$ cat src/rtl/enemy_sprite_engine.sv
`default_nettype none
// ============================================================================
// Module      : enemy_sprite_engine
// Description : Single-enemy sprite engine. Owns the enemy's health and life
//               cycle (IDLE / ALIVE / FLASH / EXPLODE), sequences the flash and
//               explosion animations on frame ticks and draws one of four
//               shapes around a live centre point with a one-cycle registered
//               pixel path (rgb + coverage flag).
// Revision    : 1.0 - initial release
// ============================================================================
module enemy_sprite_engine #(
  parameter int SIZE           = 16,
  parameter int COORD_W        = 10,
  parameter int FLASH_FRAMES   = 4,
  parameter int EXPLODE_FRAMES = 8,
  parameter int HP_T0          = 1,
  parameter int HP_T1          = 4,
  parameter int HP_T2          = 3,
  parameter int HP_T3          = 2
) (
  input  logic               clk,
  input  logic               rst_n,
  input  logic               spawn_i,
  input  logic [1:0]         spawn_type_i,
  input  logic               hit_i,
  input  logic               frame_tick_i,
  input  logic [COORD_W-1:0] x_mid_i,
  input  logic [COORD_W-1:0] y_mid_i,
  input  logic [COORD_W-1:0] hcount_i,
  input  logic [COORD_W-1:0] vcount_i,
  output logic [23:0]        rgb_o,
  output logic               pixel_on_o,
  output logic               alive_o,
  output logic               killed_o,
  output logic [3:0]         health_o
);

  // Sprite-local coordinate widths: UW holds 0..SIZE-1, SW leaves headroom
  // for the octagon distance sum; XW holds a relative offset plus SIZE/2
  // without wrapping.
  localparam int UW   = $clog2(SIZE);
  localparam int SW   = UW + 2;
  localparam int XW   = COORD_W + 2;
  localparam int HALF = SIZE / 2;
  localparam int Q    = SIZE / 4;

  localparam logic [SW-1:0] C_HALF    = SW'(HALF);
  localparam logic [SW-1:0] C_HALFM1  = SW'(HALF - 1);
  localparam logic [SW-1:0] C_HALFP1  = SW'(HALF + 1);
  localparam logic [SW-1:0] C_Q       = SW'(Q);
  localparam logic [SW-1:0] C_Q3      = SW'(3 * Q);
  localparam logic [SW-1:0] C_Q1      = SW'(Q + 1);
  localparam logic [SW-1:0] C_Q3M1    = SW'(3 * Q - 1);
  localparam logic [SW-1:0] C_LAST    = SW'(SIZE - 1);
  localparam logic [SW-1:0] C_SIZEM2  = SW'(SIZE - 2);
  localparam logic [XW-1:0] C_HALF_X  = XW'(HALF);
  localparam logic [XW-1:0] C_SIZE_X  = XW'(SIZE);
  localparam logic [3:0]    C_FLASH   = 4'(FLASH_FRAMES);
  localparam logic [3:0]    C_EXPLODE = 4'(EXPLODE_FRAMES);

  typedef enum logic [1:0] {
    S_IDLE    = 2'd0,
    S_ALIVE   = 2'd1,
    S_FLASH   = 2'd2,
    S_EXPLODE = 2'd3
  } state_t;

  state_t      state_q;
  logic [1:0]  type_q;
  logic [3:0]  health_q;
  logic [3:0]  anim_q;
  logic        par_q;
  logic        killed_q;
  logic [23:0] rgb_q;
  logic        pixel_on_q;

  // Spawn health lookup by type.
  function automatic logic [3:0] hp_of(input logic [1:0] t);
    case (t)
      2'd0:    hp_of = 4'(HP_T0);
      2'd1:    hp_of = 4'(HP_T1);
      2'd2:    hp_of = 4'(HP_T2);
      default: hp_of = 4'(HP_T3);
    endcase
  endfunction

  // Life-cycle FSM: spawn wins over everything, hits only land in ALIVE.
  always_ff @(posedge clk or negedge rst_n) begin
    if (!rst_n) begin
      state_q  <= S_IDLE;
      type_q   <= 2'd0;
      health_q <= 4'd0;
      anim_q   <= 4'd0;
      par_q    <= 1'b0;
      killed_q <= 1'b0;
    end else begin
      killed_q <= 1'b0;
      if (spawn_i) begin
        state_q  <= S_ALIVE;
        type_q   <= spawn_type_i;
        health_q <= hp_of(spawn_type_i);
        anim_q   <= 4'd0;
      end else begin
        case (state_q)
          S_ALIVE: begin
            // A tick in the same cycle as a hit is deliberately dropped.
            if (hit_i) begin
              if (health_q == 4'd1) begin
                health_q <= 4'd0;
                state_q  <= S_EXPLODE;
                anim_q   <= C_EXPLODE;
                par_q    <= 1'b0;
                killed_q <= 1'b1;
              end else begin
                health_q <= health_q - 4'd1;
                state_q  <= S_FLASH;
                anim_q   <= C_FLASH;
              end
            end
          end
          S_FLASH: begin
            if (frame_tick_i) begin
              anim_q <= anim_q - 4'd1;
              if (anim_q == 4'd1) state_q <= S_ALIVE;
            end
          end
          S_EXPLODE: begin
            if (frame_tick_i) begin
              anim_q <= anim_q - 4'd1;
              par_q  <= ~par_q;
              if (anim_q == 4'd1) state_q <= S_IDLE;
            end
          end
          default: ;
        endcase
      end
    end
  end

  // Relative position, widened so that far-apart points never alias into
  // the window.
  logic [XW-1:0] w_xs;
  logic [XW-1:0] w_ys;
  logic          w_in_win;
  logic [UW-1:0] w_u;
  logic [UW-1:0] w_v;
  logic [SW-1:0] w_ue;
  logic [SW-1:0] w_ve;
  logic [SW-1:0] w_cu;
  logic [SW-1:0] w_dv;

  assign w_xs     = {2'b00, hcount_i} - {2'b00, x_mid_i} + C_HALF_X;
  assign w_ys     = {2'b00, vcount_i} - {2'b00, y_mid_i} + C_HALF_X;
  assign w_in_win = !w_xs[XW-1] && (w_xs < C_SIZE_X) &&
                    !w_ys[XW-1] && (w_ys < C_SIZE_X);
  assign w_u      = w_xs[UW-1:0];
  assign w_v      = w_ys[UW-1:0];
  assign w_ue     = {2'b00, w_u};
  assign w_ve     = {2'b00, w_v};
  // Octagon: horizontal distance from the centre column pair, vertical
  // distance from row SIZE/2-1.
  assign w_cu     = (w_ue < C_HALF) ? (C_HALFM1 - w_ue) : (w_ue - C_HALF);
  assign w_dv     = (w_ve >= C_HALFM1) ? (w_ve - C_HALFM1) : (C_HALFM1 - w_ve);

  logic w_shape;

  // Shape mask for the current type inside the sprite square.
  always_comb begin
    w_shape = 1'b0;
    case (type_q)
      2'd0: w_shape = 1'b1;
      2'd1: w_shape = ((w_ue >= C_Q) && (w_ue < C_Q3)) ||
                      ((w_ve >= C_Q1) && (w_ve < C_Q3M1));
      2'd2: w_shape = (w_ve <= C_SIZEM2) && ((w_cu + w_dv) <= C_HALFP1);
      default: w_shape = (w_ue == '0) || (w_ue == C_LAST) ||
                         (w_ve == '0) || (w_ve == C_LAST);
    endcase
  end

  logic [23:0] w_rgb;
  logic        w_on;

  // Colour selection from the pre-update state and health.
  always_comb begin
    w_rgb = 24'h000000;
    w_on  = 1'b0;
    if (w_in_win && w_shape) begin
      case (state_q)
        S_FLASH: begin
          w_rgb = 24'h00FFFF;
          w_on  = 1'b1;
        end
        S_EXPLODE: begin
          if ((w_u[0] ^ w_v[0] ^ par_q) == 1'b0) begin
            w_rgb = 24'hFF8000;
            w_on  = 1'b1;
          end
        end
        S_ALIVE: begin
          w_on = 1'b1;
          if (type_q == 2'd0)           w_rgb = 24'hFF0000;
          else if (health_q >= 4'd4)    w_rgb = 24'hFFFFFF;
          else if (health_q == 4'd3)    w_rgb = 24'hFF00FF;
          else if (health_q == 4'd2)    w_rgb = 24'hFFF000;
          else                          w_rgb = 24'hFF0000;
        end
        default: ;
      endcase
    end
  end

  // One-cycle registered pixel output.
  always_ff @(posedge clk or negedge rst_n) begin
    if (!rst_n) begin
      rgb_q      <= 24'h000000;
      pixel_on_q <= 1'b0;
    end else begin
      rgb_q      <= w_rgb;
      pixel_on_q <= w_on;
    end
  end

  assign rgb_o      = rgb_q;
  assign pixel_on_o = pixel_on_q;
  assign killed_o   = killed_q;
  assign health_o   = health_q;
  assign alive_o    = (state_q == S_ALIVE) || (state_q == S_FLASH);

endmodule
`default_nettype wire

$ cat config.mk
export PLATFORM = sky130hd
export DESIGN_NAME = enemy_sprite_engine
export DESIGN_NICKNAME = d
export VERILOG_FILES = /design/src/rtl/enemy_sprite_engine.sv
export SDC_FILE = /design/constraint.sdc
export NUM_CORES = 1
export LEC_CHECK = 0
export ABC_AREA = 1
export CAP_MARGIN = 20
export CORE_AREA = 5 5 73 102
export CTS_BUF_LIST = sky130_fd_sc_hd__clkbuf_4
export DETAILED_ROUTE_END_ITERATION = 12
export DIE_AREA = 0 0 78 107
export GPL_TIMING_DRIVEN = 0
export PLACE_DENSITY = 0.76
export SYNTH_ARGS = -nofsm -noshare
export SYNTH_HDL_FRONTEND = slang
export SYNTH_SLANG_ARGS = --single-unit
$ cat constraint.sdc
create_clock -name clk -period 2.1 [get_ports clk]
set_input_delay 0.21 -clock clk [delete_from_list [all_inputs] [get_ports clk]]
set_output_delay 0.21 -clock clk [all_outputs]
set_load 0.01 [all_outputs]
* Yosys cells after proc, flatten, opt, wreduce, memory -nomap -nowiden *
Cells that the tools add are included.

operators by class
  $add $sub $neg = 11
  multiply operators = 0
  div/mod/pow operators = 0
  order comparisons = 11
  eq/ne operators = 22
  shifts and indexed selects = 0
  multiplexer cells = 39
  bitwise logic cells = 4
  reduce and logical (&&, ||, !) cells = 29

operators with widths
  kind                                                 count
  one-hot mux 24 bit (3 select lines)                  1
  two-way mux 16 bit                                   4
  two-way mux 24 bit                                   2
  two-way mux 4 bit                                    8
  adder 11 x 5 -> 12 bit, second input constant        2
  < comparator 12 x 5 -> 1 bit, second input constant  2
  subtractor 10 x 10 -> 11 bit                         2
  >= comparator 4 x 3 -> 1 bit, second input constant  4
  inequality test 3 bit, second input constant         5
  zero test 6 bit                                      2
  < comparator 4 bit, second input constant            3
  two-way mux 2 bit                                    6
  two-way mux 6 bit                                    2
  two-way mux 1 bit                                    10
  subtractor 3 x 4 -> 5 bit, first input constant      2
  one-hot mux 3 bit (3 select lines)                   1
  equality test 2 bit, second input constant           4
  equality test 4 x 1 -> 1 bit, second input constant  2
  equality test 4 x 2 -> 1 bit, second input constant  2
  equality test 4 bit, second input constant           2
  one-hot mux 4 bit (2 select lines)                   1
  subtractor 4 x 1 -> 4 bit, second input constant     2
  logical AND 1 bit                                    7
  adder 6 bit                                          1
  23 further kinds                                     39

storage, ports and cells
  register bits after elaboration = 39
  bits in latches = 0
  bits in writable memories = 0
  memory bits (read-only) = 0
  bits of input ports = 47
  output and inout bits = 31
  word-level logic and storage cells = 124
  memories kept = 0

* Logic depth before layout (Yosys ltp) *
Gate-level depths: netlist of run 1.

  word-level depth = 10
  gate-level depth with buffers = 25
  gate-level depth less buffers = 25

* Worst setup path before layout of run 1 *
No wires, ideal clock.

  kind = input to register
  start = input port vcount_i[0]
  end = register rgb_q[14] (netlist: rgb_o[14])
  setup time = 126 ps
  data arrival time = 2760 ps
  data required time = 1974 ps
  slack = -786 ps
  cell stages on the path = 22
  buffers on the path = 0
  cells stage by stage = inv_1 ha_1 inv_1 fa_1 ha_1 inv_1 nor2_2 nor2_1 nand2_1 o21ai_0 inv_1 fa_1 o21ai_0 nand4_1 nand2_1 inv_1 nand2_1 nand2_1 nand2_1 nand2_1 nand4_2 nor2_1

on the way
  cells in the longest elaborated chain, start to end = 10
  elaborated cells on any way between the ends = 25
  classes of those cells = add/sub: 5; order compare: 6; eq/ne: 1; mux: 3; reduce/logical: 10

ends and longest elaborated chain
  what                                                     RTL line  text
  start, declared                                          30        input logic [COORD_W-1:0] vcount_i,
  subtractor 10 x 10 -> 11 bit *                           153       assign w_ys = {2'b00, vcount_i} - {2'b00, y_mid_i} + C_HALF_X;
  adder 11 x 5 -> 12 bit *                                 153
  subtractor 3 x 4 -> 5 bit, or another cell as far along  163       assign w_dv = (w_ve >= C_HALFM1) ? (w_ve - C_HALFM1) : (C_HALFM1 - w_ve);
  two-way mux 6 bit                                        163
  adder 6 bit                                              174       2'd2: w_shape = (w_ve <= C_SIZEM2) && ((w_cu + w_dv) <= C_HALFP1);
  <= comparator 6 x 4 -> 1 bit                             174
  logical AND 1 bit                                        174
  one-hot mux 1 bit (3 select lines)                       170       case (type_q)
  logical AND 1 bit *                                      187       if (w_in_win && w_shape) begin
  two-way mux 24 bit *                                     187
  end signal, assigned                                     218       rgb_q <= w_rgb;
  end, declared                                            74        logic [23:0] rgb_q;

Every way passes the cells marked *; elsewhere a longest branch is shown, timed or not.
A chain may end at the register's enable or synchronous reset.

* Worst setup path after layout of run 1 *
  start = input port x_mid_i[3]
  end = register rgb_q[22] (netlist: rgb_o[22])

on the way
  cells in the longest elaborated chain, start to end = 10
  elaborated cells on any way between the ends = 26
  classes of those cells = add/sub: 5; order compare: 5; eq/ne: 1; mux: 3; reduce/logical: 12

ends and longest elaborated chain
  what                                                     RTL line  text
  start, declared                                          27        input logic [COORD_W-1:0] x_mid_i,
  subtractor 10 x 10 -> 11 bit *                           152       assign w_xs = {2'b00, hcount_i} - {2'b00, x_mid_i} + C_HALF_X;
  adder 11 x 5 -> 12 bit *                                 152
  subtractor 4 x 4 -> 5 bit, or another cell as far along  162       assign w_cu = (w_ue < C_HALF) ? (C_HALFM1 - w_ue) : (w_ue - C_HALF);
  two-way mux 6 bit                                        162
  adder 6 bit                                              174
  <= comparator 6 x 4 -> 1 bit                             174
  logical AND 1 bit                                        174
  one-hot mux 1 bit (3 select lines)                       170
  logical AND 1 bit *                                      187
  two-way mux 24 bit *                                     187

Marked as above.

==> results.py, run 1 <==
metrics = {
    "routing": {
        "wl_um": 7794,
        "drt-wirelength-per-cell_um": 11.38,
        "first_pass_iters": 6,
        "drt_iter0_drc": 124,
        "antenna_left": 0,
        "drc": 0,
        "via_count": 3451,
        "via_per_inst": 5.038,
    },
    "cells_and_area": {
        "layout-drive-gt1-share": 0.1849,
        "layoutNonFillerInstCount": 685,
        "synthToLayoutAreaGrowth_pct": 43.21,
        "antenna_cells": 0,
        "final_nets": 705,
        "fin_util": 0.6912,
    },
    "placed_design": {
        "dp_cells": 657,
        "post-place-ws_ps": -1549,
        "hpwlAfterDp_um": 6133,
        "portBuffers": 77,
        "gp_congestion": 0.8358,
    },
    "power": {
        "peakVddDrop_mv": 0.3083,
        "p_leak_nw": 2.398,
        "switching_share": 0.4840,
        "p_per_area_nw_per_um2": 612.0,
        "combPwrFrac": 0.716,
        "p_int_mw": 1.405,
        "p_switching_mw": 1.318,
        "p_clk_frac": 0.072,
        "seq_power_share": 0.212,
    },
    "die": {
        "coreArea_um2": 6437,
        "die_h_um": 107,
        "die_area_um2": 8346,
        "fp-row-count": 35,
        "io_pins": 78,
        "die_w_um": 78,
        "initial_core_util": 0.4826,
    },
    "setup_path": {
        "slowest_stage": "clkdlybuf4s50_1",
        "cp_top_family": "simple AND/OR/NAND/NOR gates",
        "critical_path.startpoint": "x_mid_i[3]",
        "critPathMaxFanout": 6,
        "r2r-end": "anim_q[0]",
        "timing.rr.start": "state_q[1]",
        "crit_type": "in2reg",
        "crit_end": "rgb_o[22]",
        "cp-start-kind": "input pin",
        "crit_cells": 18,
        "crit_arrival_ps": 2930,
        "reg2reg_depth": 6,
        "crit_buf_inv": 3,
        "cp_common_cell": "nand2_1",
        "cp-end-kind": "flop",
        "critPathMaxStageDelay_ps": 480,
        "crit_required_ps": 2340,
        "worst-r2r-setup-slack_ps": 280,
        "path_cells": "clkdlybuf4s50_1 > inv_2 > ha_4 > nand3b_1 > nand2_2 > xor2_1 > ha_2 > inv_2 > fa_2 > xor2_1 > nand2_1 > nand3_2 > nand2_1 > nand2_1 > nand2_1 > nand2_2 > nand4_4 > nor2_2",
    },
    "clock_tree": {
        "cts_root_buf": "clkbuf_4",
        "clkTransAtPathRegs_ps": 120,
        "clockBufferDepth": 2,
        "h-tree-depth": 1,
        "cts_hold_buf": 0,
        "cts_tree": "yes",
        "clk_latency_ps": 310,
        "cts-buffers-inserted": 3,
        "cts_sinks": 20,
    },
    "sta": {
        "tightest_slew_ps": 876.8,
        "setup_viol": 6,
        "fmax_mhz": 372.1,
        "finalClockSkew_ps": 3.011,
        "maxSlewViolCount": 0,
        "maxSlewHeadroom": 0.4137,
        "finalHoldViolCount": 0,
        "fin_ws_ps": -587.5,
        "rsz0062_at_grt": "yes",
        "final.min_clock_period_ps": 2688,
        "fin_crit_sh": 1.280,
    },
    "global_route": {
        "grt_pass1_wl_um": 13340,
        "grt_use_total": 0.1855,
        "antenna_found_initial": 0,
        "grt-ovfl-total": 0,
        "grt_max_degree": 21,
        "grt_pass1_vias": 3349,
    },
    "synth": {
        "yosysSeqAreaShare": 0.1611,
        "synth-seq-cells": 20,
        "yosysWarnings": 0,
        "syn_avg_cell_area_um2": 6.140,
        "mappedNetlistArea_um2": 3107,
        "synthesis.nets": 599,
        "synth_cell_types": 33,
        "synth_cells": 506,
    },
    "hold_path": {
        "min_path_type": "in2async",
    },
    "run_status": {
        "violations": "setup timing",
        "status": "finished, violations left",
    },
    "run": {
        "drv_cap": 0,
    },
}
==> how the worst min path moves through the flow <==
stage                     cells past startpoint      start   endpoint
after floorplan                               0      rst_n  anim_q[0]
after global placement                        2      par_q      par_q
after detailed placement                      2  type_q[1]  type_q[1]
after CTS                                     1      rst_n  anim_q[2]
after global routing                          1      rst_n  anim_q[2]
final                                         1      rst_n  anim_q[2]
==> area by class of cell <==
| class | count | area [um2] |
|---|---|---|
| Multi-Input combinational cell | 359 | 2312 |
| Fill cell | 542 | 1988 |
| Timing Repair Buffer | 101 | 952.2 |
| Sequential cell | 20 | 503.0 |
| Inverter | 107 | 416.7 |
| Buffer | 20 | 146.4 |
| Tap cell | 74 | 92.59 |
| Clock buffer | 3 | 22.52 |
| Clock inverter | 1 | 3.754 |
==> sequential cells by signal, indices dropped and copies added, names as in the netlist <==
| name | flops |
|---|---|
| killed_o | 1 |
| anim_q | 4 |
| par_q | 1 |
| health_o | 4 |
| type_q | 2 |
| pixel_on_o | 1 |
| rgb_o | 5 |
| state_q | 2 |
==> power by group through the flow <==
stage | Sequential, mW | Clock [mW] | Combinational (mW)
final | 0.576 | 0.197 | 1.95
after detailed placement | 0.582 | 0 | 1.66
after CTS | 0.574 | 0.195 | 1.84
after global placement | 0.577 | 0 | 1.60
after floorplan | 0.575 | 0 | 1.18
after global routing | 0.593 | 0.216 | 2.22
==> synth_stat cells <==
cell      instances  area, um2
nand2_2           5      31.28
nor2_4            1      11.26
nand4_1          13      81.33
dfrtp_1          20      500.5
nor4_1            1      6.260
nand3b_1          4      30.03
a21oi_1          19      95.09
or2_2             3      18.77
xnor2_1           1      8.760
o21bai_1          2      15.01
fa_1              3      60.06
nand4_2           1      12.51
nor3_1            8      40.04
inv_2             2      7.510
o22ai_1           4      25.02
nand3_1          32      160.2
and3_1            1      6.260
o21ai_0          17      85.08
buf_4            19      142.6
xor2_1            6      52.55
or2_1             1      6.260
clkbuf_1          1      3.750
a31oi_1           4      25.02
o211ai_1          3      22.52
ha_1             43      538.0
nor2_2            2      12.51
a211oi_1          1      7.510
nor2_1           44      165.2
a41oi_1           1      8.760
a21oi_2           1      8.760
nand3_2           1      10.01
nand2_1         137      514.2
inv_1           105      394.1
==> layer usage <==
| metal | track usage | part of all wire | up-vias |
|---|---|---|---|
| li1 | - | - | 1789 |
| met1 | 0.1844 | 0.36 | 1533 |
| met2 | 0.3662 | 0.55 | 96 |
| met3 | 0.01849 | 0.047 | 33 |
| met4 | 0.09662 | 0.040 | 0 |
| met5 | 0 | 0 | - |
==> timing repair <==
action,in CTS,in global routing
endpoints found under the setup margin,6,10
buffers inserted,21,3
resized for setup,48,25
pin swaps,25,28
==> cells by family after synthesis <==
| logic type | after synthesis | share of synthesized area |
|---|---|---|
| AND/OR/NAND/NOR | 254 | 0.3560 |
| buffers and inverters | 127 | 0.1764 |
| AO/OA/AOI/OAI | 52 | 0.09424 |
| adder cells (fa/ha/maj) | 46 | 0.1925 |
| flip-flops | 20 | 0.1611 |
| XOR/XNOR | 7 | 0.01973 |
==> placed cells by master, fill, tap and decap left out, types with 4 or more instances in the layout <==
master / netlist / final
xor2_1: 6 / 4
a31oi_1: 4 / 4
ha_1: 43 / 31
nor2_1: 44 / 39
nand3b_1: 4 / 4
o21ai_0: 17 / 14
dlygate4sd2_1: 0 / 7
o22ai_1: 4 / 4
nand2_1: 137 / 131
clkdlybuf4s50_1: 0 / 65
ha_4: 0 / 10
nand2_2: 5 / 11
nand3_1: 32 / 27
inv_2: 2 / 11
a21oi_1: 19 / 19
dfrtp_1: 20 / 18
inv_1: 105 / 94
nand4_1: 13 / 13
buf_4: 19 / 44
nand3_2: 1 / 6
nor3_1: 8 / 8
nor2_2: 2 / 6
==> metrics by stage <==
| step | TNS [ps] | hold slack (ps) | power (mW) | area (um2) |
|---|---|---|---|---|
| floorplan | -3383 | -85.59 | 1.756 | 3139 |
| global placement | -8724 | 520.5 | 2.178 | 4003 |
| detailed placement | -8994 | 533.0 | 2.239 | 4003 |
| CTS | -3469 | 417.6 | 2.605 | 4344 |
| global route | -4128 | 467.2 | 3.029 | 4449 |
| finish | -3304 | 379.0 | 2.723 | 4449 |
Note: power is estimated with default switching activity, not from simulation.
==> run 2, diff against run 1 <==
Settings changed: GPL_ROUTABILITY_DRIVEN set to 0.
Clock period 2.1 ns to 3.4 ns, I/O delays scaled along.
==> run 2 against run 1 <==
Against the previous run: the flow now finishes without violations; critical path depth rose by 5; sequential share of layout area grew 0.86 points; design area down 7.5%; largest power group unchanged; final cell count down 2.9%; clock power is 40% lower; via count fell by 4.1%; utilization down 5.2 points; sequential power fell by 38%; non-clock buffer count is 20 lower; power shrank 43%; die area unchanged.
==> results.py, run 2 (same netlist as run 1, synthesis figures left out) <==
metrics = {
    "run_status": {
        "status": "complete, no violations",
    },
    "clock_tree": {
        "h-tree-depth": 1,
        "cts-buffers-inserted": 3,
        "clk_latency_ps": 310,
        "cts_hold_buf": 0,
        "clkTransAtPathRegs_ps": 120,
        "cts_tree": "yes",
        "cts_sinks": 20,
        "cts_root_buf": "clkbuf_4",
        "clockBufferDepth": 2,
    },
    "hold_path": {
        "min_path_type": "in2async",
    },
    "cells_and_area": {
        "layout-drive-gt1-share": 0.1066,
        "antenna_cells": 0,
        "synthToLayoutAreaGrowth_pct": 32.42,
        "final_area_um2": 4114,
        "final_nets": 685,
        "largest_register_ff_count": 5,
        "mostFrequentLayoutCells": "134 x nand2_1, 101 x inv_1, 76 x clkdlybuf4s50_1",
        "fillers": 632,
        "final_common_cell": "nand2_1",
    },
    "power": {
        "peakVddDrop_mv": 0.1526,
        "seq_power_share": 0.228,
        "switching_share": 0.4941,
        "p_clk_frac": 0.077,
        "combPwrFrac": 0.696,
        "p_int_mw": 0.7883,
        "p_per_area_nw_per_um2": 378.7,
        "p_leak_nw": 2.258,
        "p_switching_mw": 0.7697,
    },
    "setup_path": {
        "worst-r2r-setup-slack_ps": 1350,
        "critPathMaxFanout": 6,
        "crit_required_ps": 3600,
        "critical_path.startpoint": "vcount_i[0]",
        "reg2reg_depth": 7,
        "crit_end": "rgb_o[14]",
        "cp-end-kind": "flop",
        "timing.rr.start": "state_q[1]",
        "r2r-end": "anim_q[0]",
        "crit_arrival_ps": 3460,
        "crit_type": "in2reg",
        "cp-start-kind": "input pin",
    },
    "die": {
        "fp-row-count": 35,
        "coreArea_um2": 6437,
        "die_w_um": 78,
        "initial_core_util": 0.4826,
        "die_area_um2": 8346,
        "io_pins": 78,
        "die_h_um": 107,
    },
    "routing": {
        "drt-wirelength-per-cell_um": 10.74,
        "via_per_inst": 4.974,
        "antenna_left": 0,
        "drc": 0,
        "via_count": 3308,
        "wl_um": 7143,
        "first_pass_iters": 4,
        "drt_iter0_drc": 85,
    },
    "sta": {
        "fin_crit_sh": 0.9594,
        "fmax_mhz": 306.6,
        "final.min_clock_period_ps": 3262,
        "setup_viol": 0,
        "tightest_slew_ps": 903.5,
        "maxSlewHeadroom": 0.3958,
        "finalHoldViolCount": 0,
        "finalClockSkew_ps": 6.752,
        "fin_ws_ps": 138.2,
        "maxSlewViolCount": 0,
    },
    "placed_design": {
        "dpl-instance-area_um2": 3970,
        "portBuffers": 77,
        "post-place-ws_ps": -526.9,
        "hpwlAfterDp_um": 6164,
    },
    "global_route": {
        "grt_max_degree": 21,
        "grt_pass1_wl_um": 11800,
        "grt_pass1_vias": 3070,
        "grt-ovfl-total": 0,
        "antenna_found_initial": 0,
        "grt_use_total": 0.1635,
    },
    "run": {
        "drv_cap": 0,
    },
}
==> run 2: how the worst min path moves through the flow <==
stage	endpoint	from	slack, ps
global route	anim_q[2]	rst_n	590
detailed placement	type_q[1]	type_q[1]	530
CTS	anim_q[2]	rst_n	550
finish	anim_q[2]	rst_n	520
global placement	par_q	par_q	520
floorplan	anim_q[0]	rst_n	40
==> run 2: area by class of cell <==
class	instances	area [um2]	area share
Buffer	20	146.4	0.03558
Clock buffer	3	22.52	0.005474
Clock inverter	1	3.754	0.0009124
Inverter	107	401.6	0.09763
Multi-Input combinational cell	359	2143	0.5210
Sequential cell	20	500.5	0.1217
Tap cell	74	92.59	0.02251
Timing Repair Buffer	81	803.3	0.1953
==> run 2: power by group through the flow <==
stage | Combinational, mW | Sequential (mW) | Clock [mW]
final | 1.08 | 0.355 | 0.119
after global routing | 1.24 | 0.363 | 0.130
after CTS | 1.04 | 0.356 | 0.120
after detailed placement | 1.02 | 0.362 | 0
after global placement | 0.981 | 0.356 | 0
after floorplan | 0.722 | 0.355 | 0
==> run 2: timing repair <==
item,CTS,global route
gates resized for setup,6,23
endpoints found under the setup margin,6,6
pin swaps,3,11
setup buffers,3,1
==> run 2: critical path: stages <==
cell             delay (ps)
clkdlybuf4s50_1         470
inv_2                    40
ha_2                    160
inv_2                    50
fa_2                    450
ha_4                    180
inv_2                    70
nor2_4                   40
nor2_2                  110
nand2_2                  70
o21ai_2                 170
inv_1                    80
fa_2                    350
o21ai_1                 180
nand4_1                 130
nand2_1                  70
inv_1                    40
nand2_1                  60
nand2_1                  40
nand2_1                  60
nand2_2                  70
nand4_4                 160
nor2_1                   60
==> run 2: layer usage <==
| metal | track usage | part of all wire |
|---|---|---|
| met2 | 0.3471 | 0.58 |
| met1 | 0.1560 | 0.37 |
| met4 | 0.05435 | 0.014 |
| met3 | 0.01429 | 0.040 |
| met5 | 0 | 0 |
==> run 2: through the flow <==
| stage | utilization | TNS, ps | std cells | hold WS, ps | power [mW] |
|---|---|---|---|---|---|
| 2_1_floorplan | - | 0 | 506 | 44.41 | 1.077 |
| 3_3_place_gp | 0.6167 | -2762 | 657 | 522.3 | 1.337 |
| 3_5_place_dp | 0.6167 | -3045 | 657 | 526.1 | 1.380 |
| 4_1_cts | 0.6270 | 0 | 664 | 551.6 | 1.520 |
| 5_1_grt | 0.6391 | -16.03 | 665 | 589.8 | 1.737 |
| 6_report | 0.6391 | 0 | 665 | 523.0 | 1.558 |
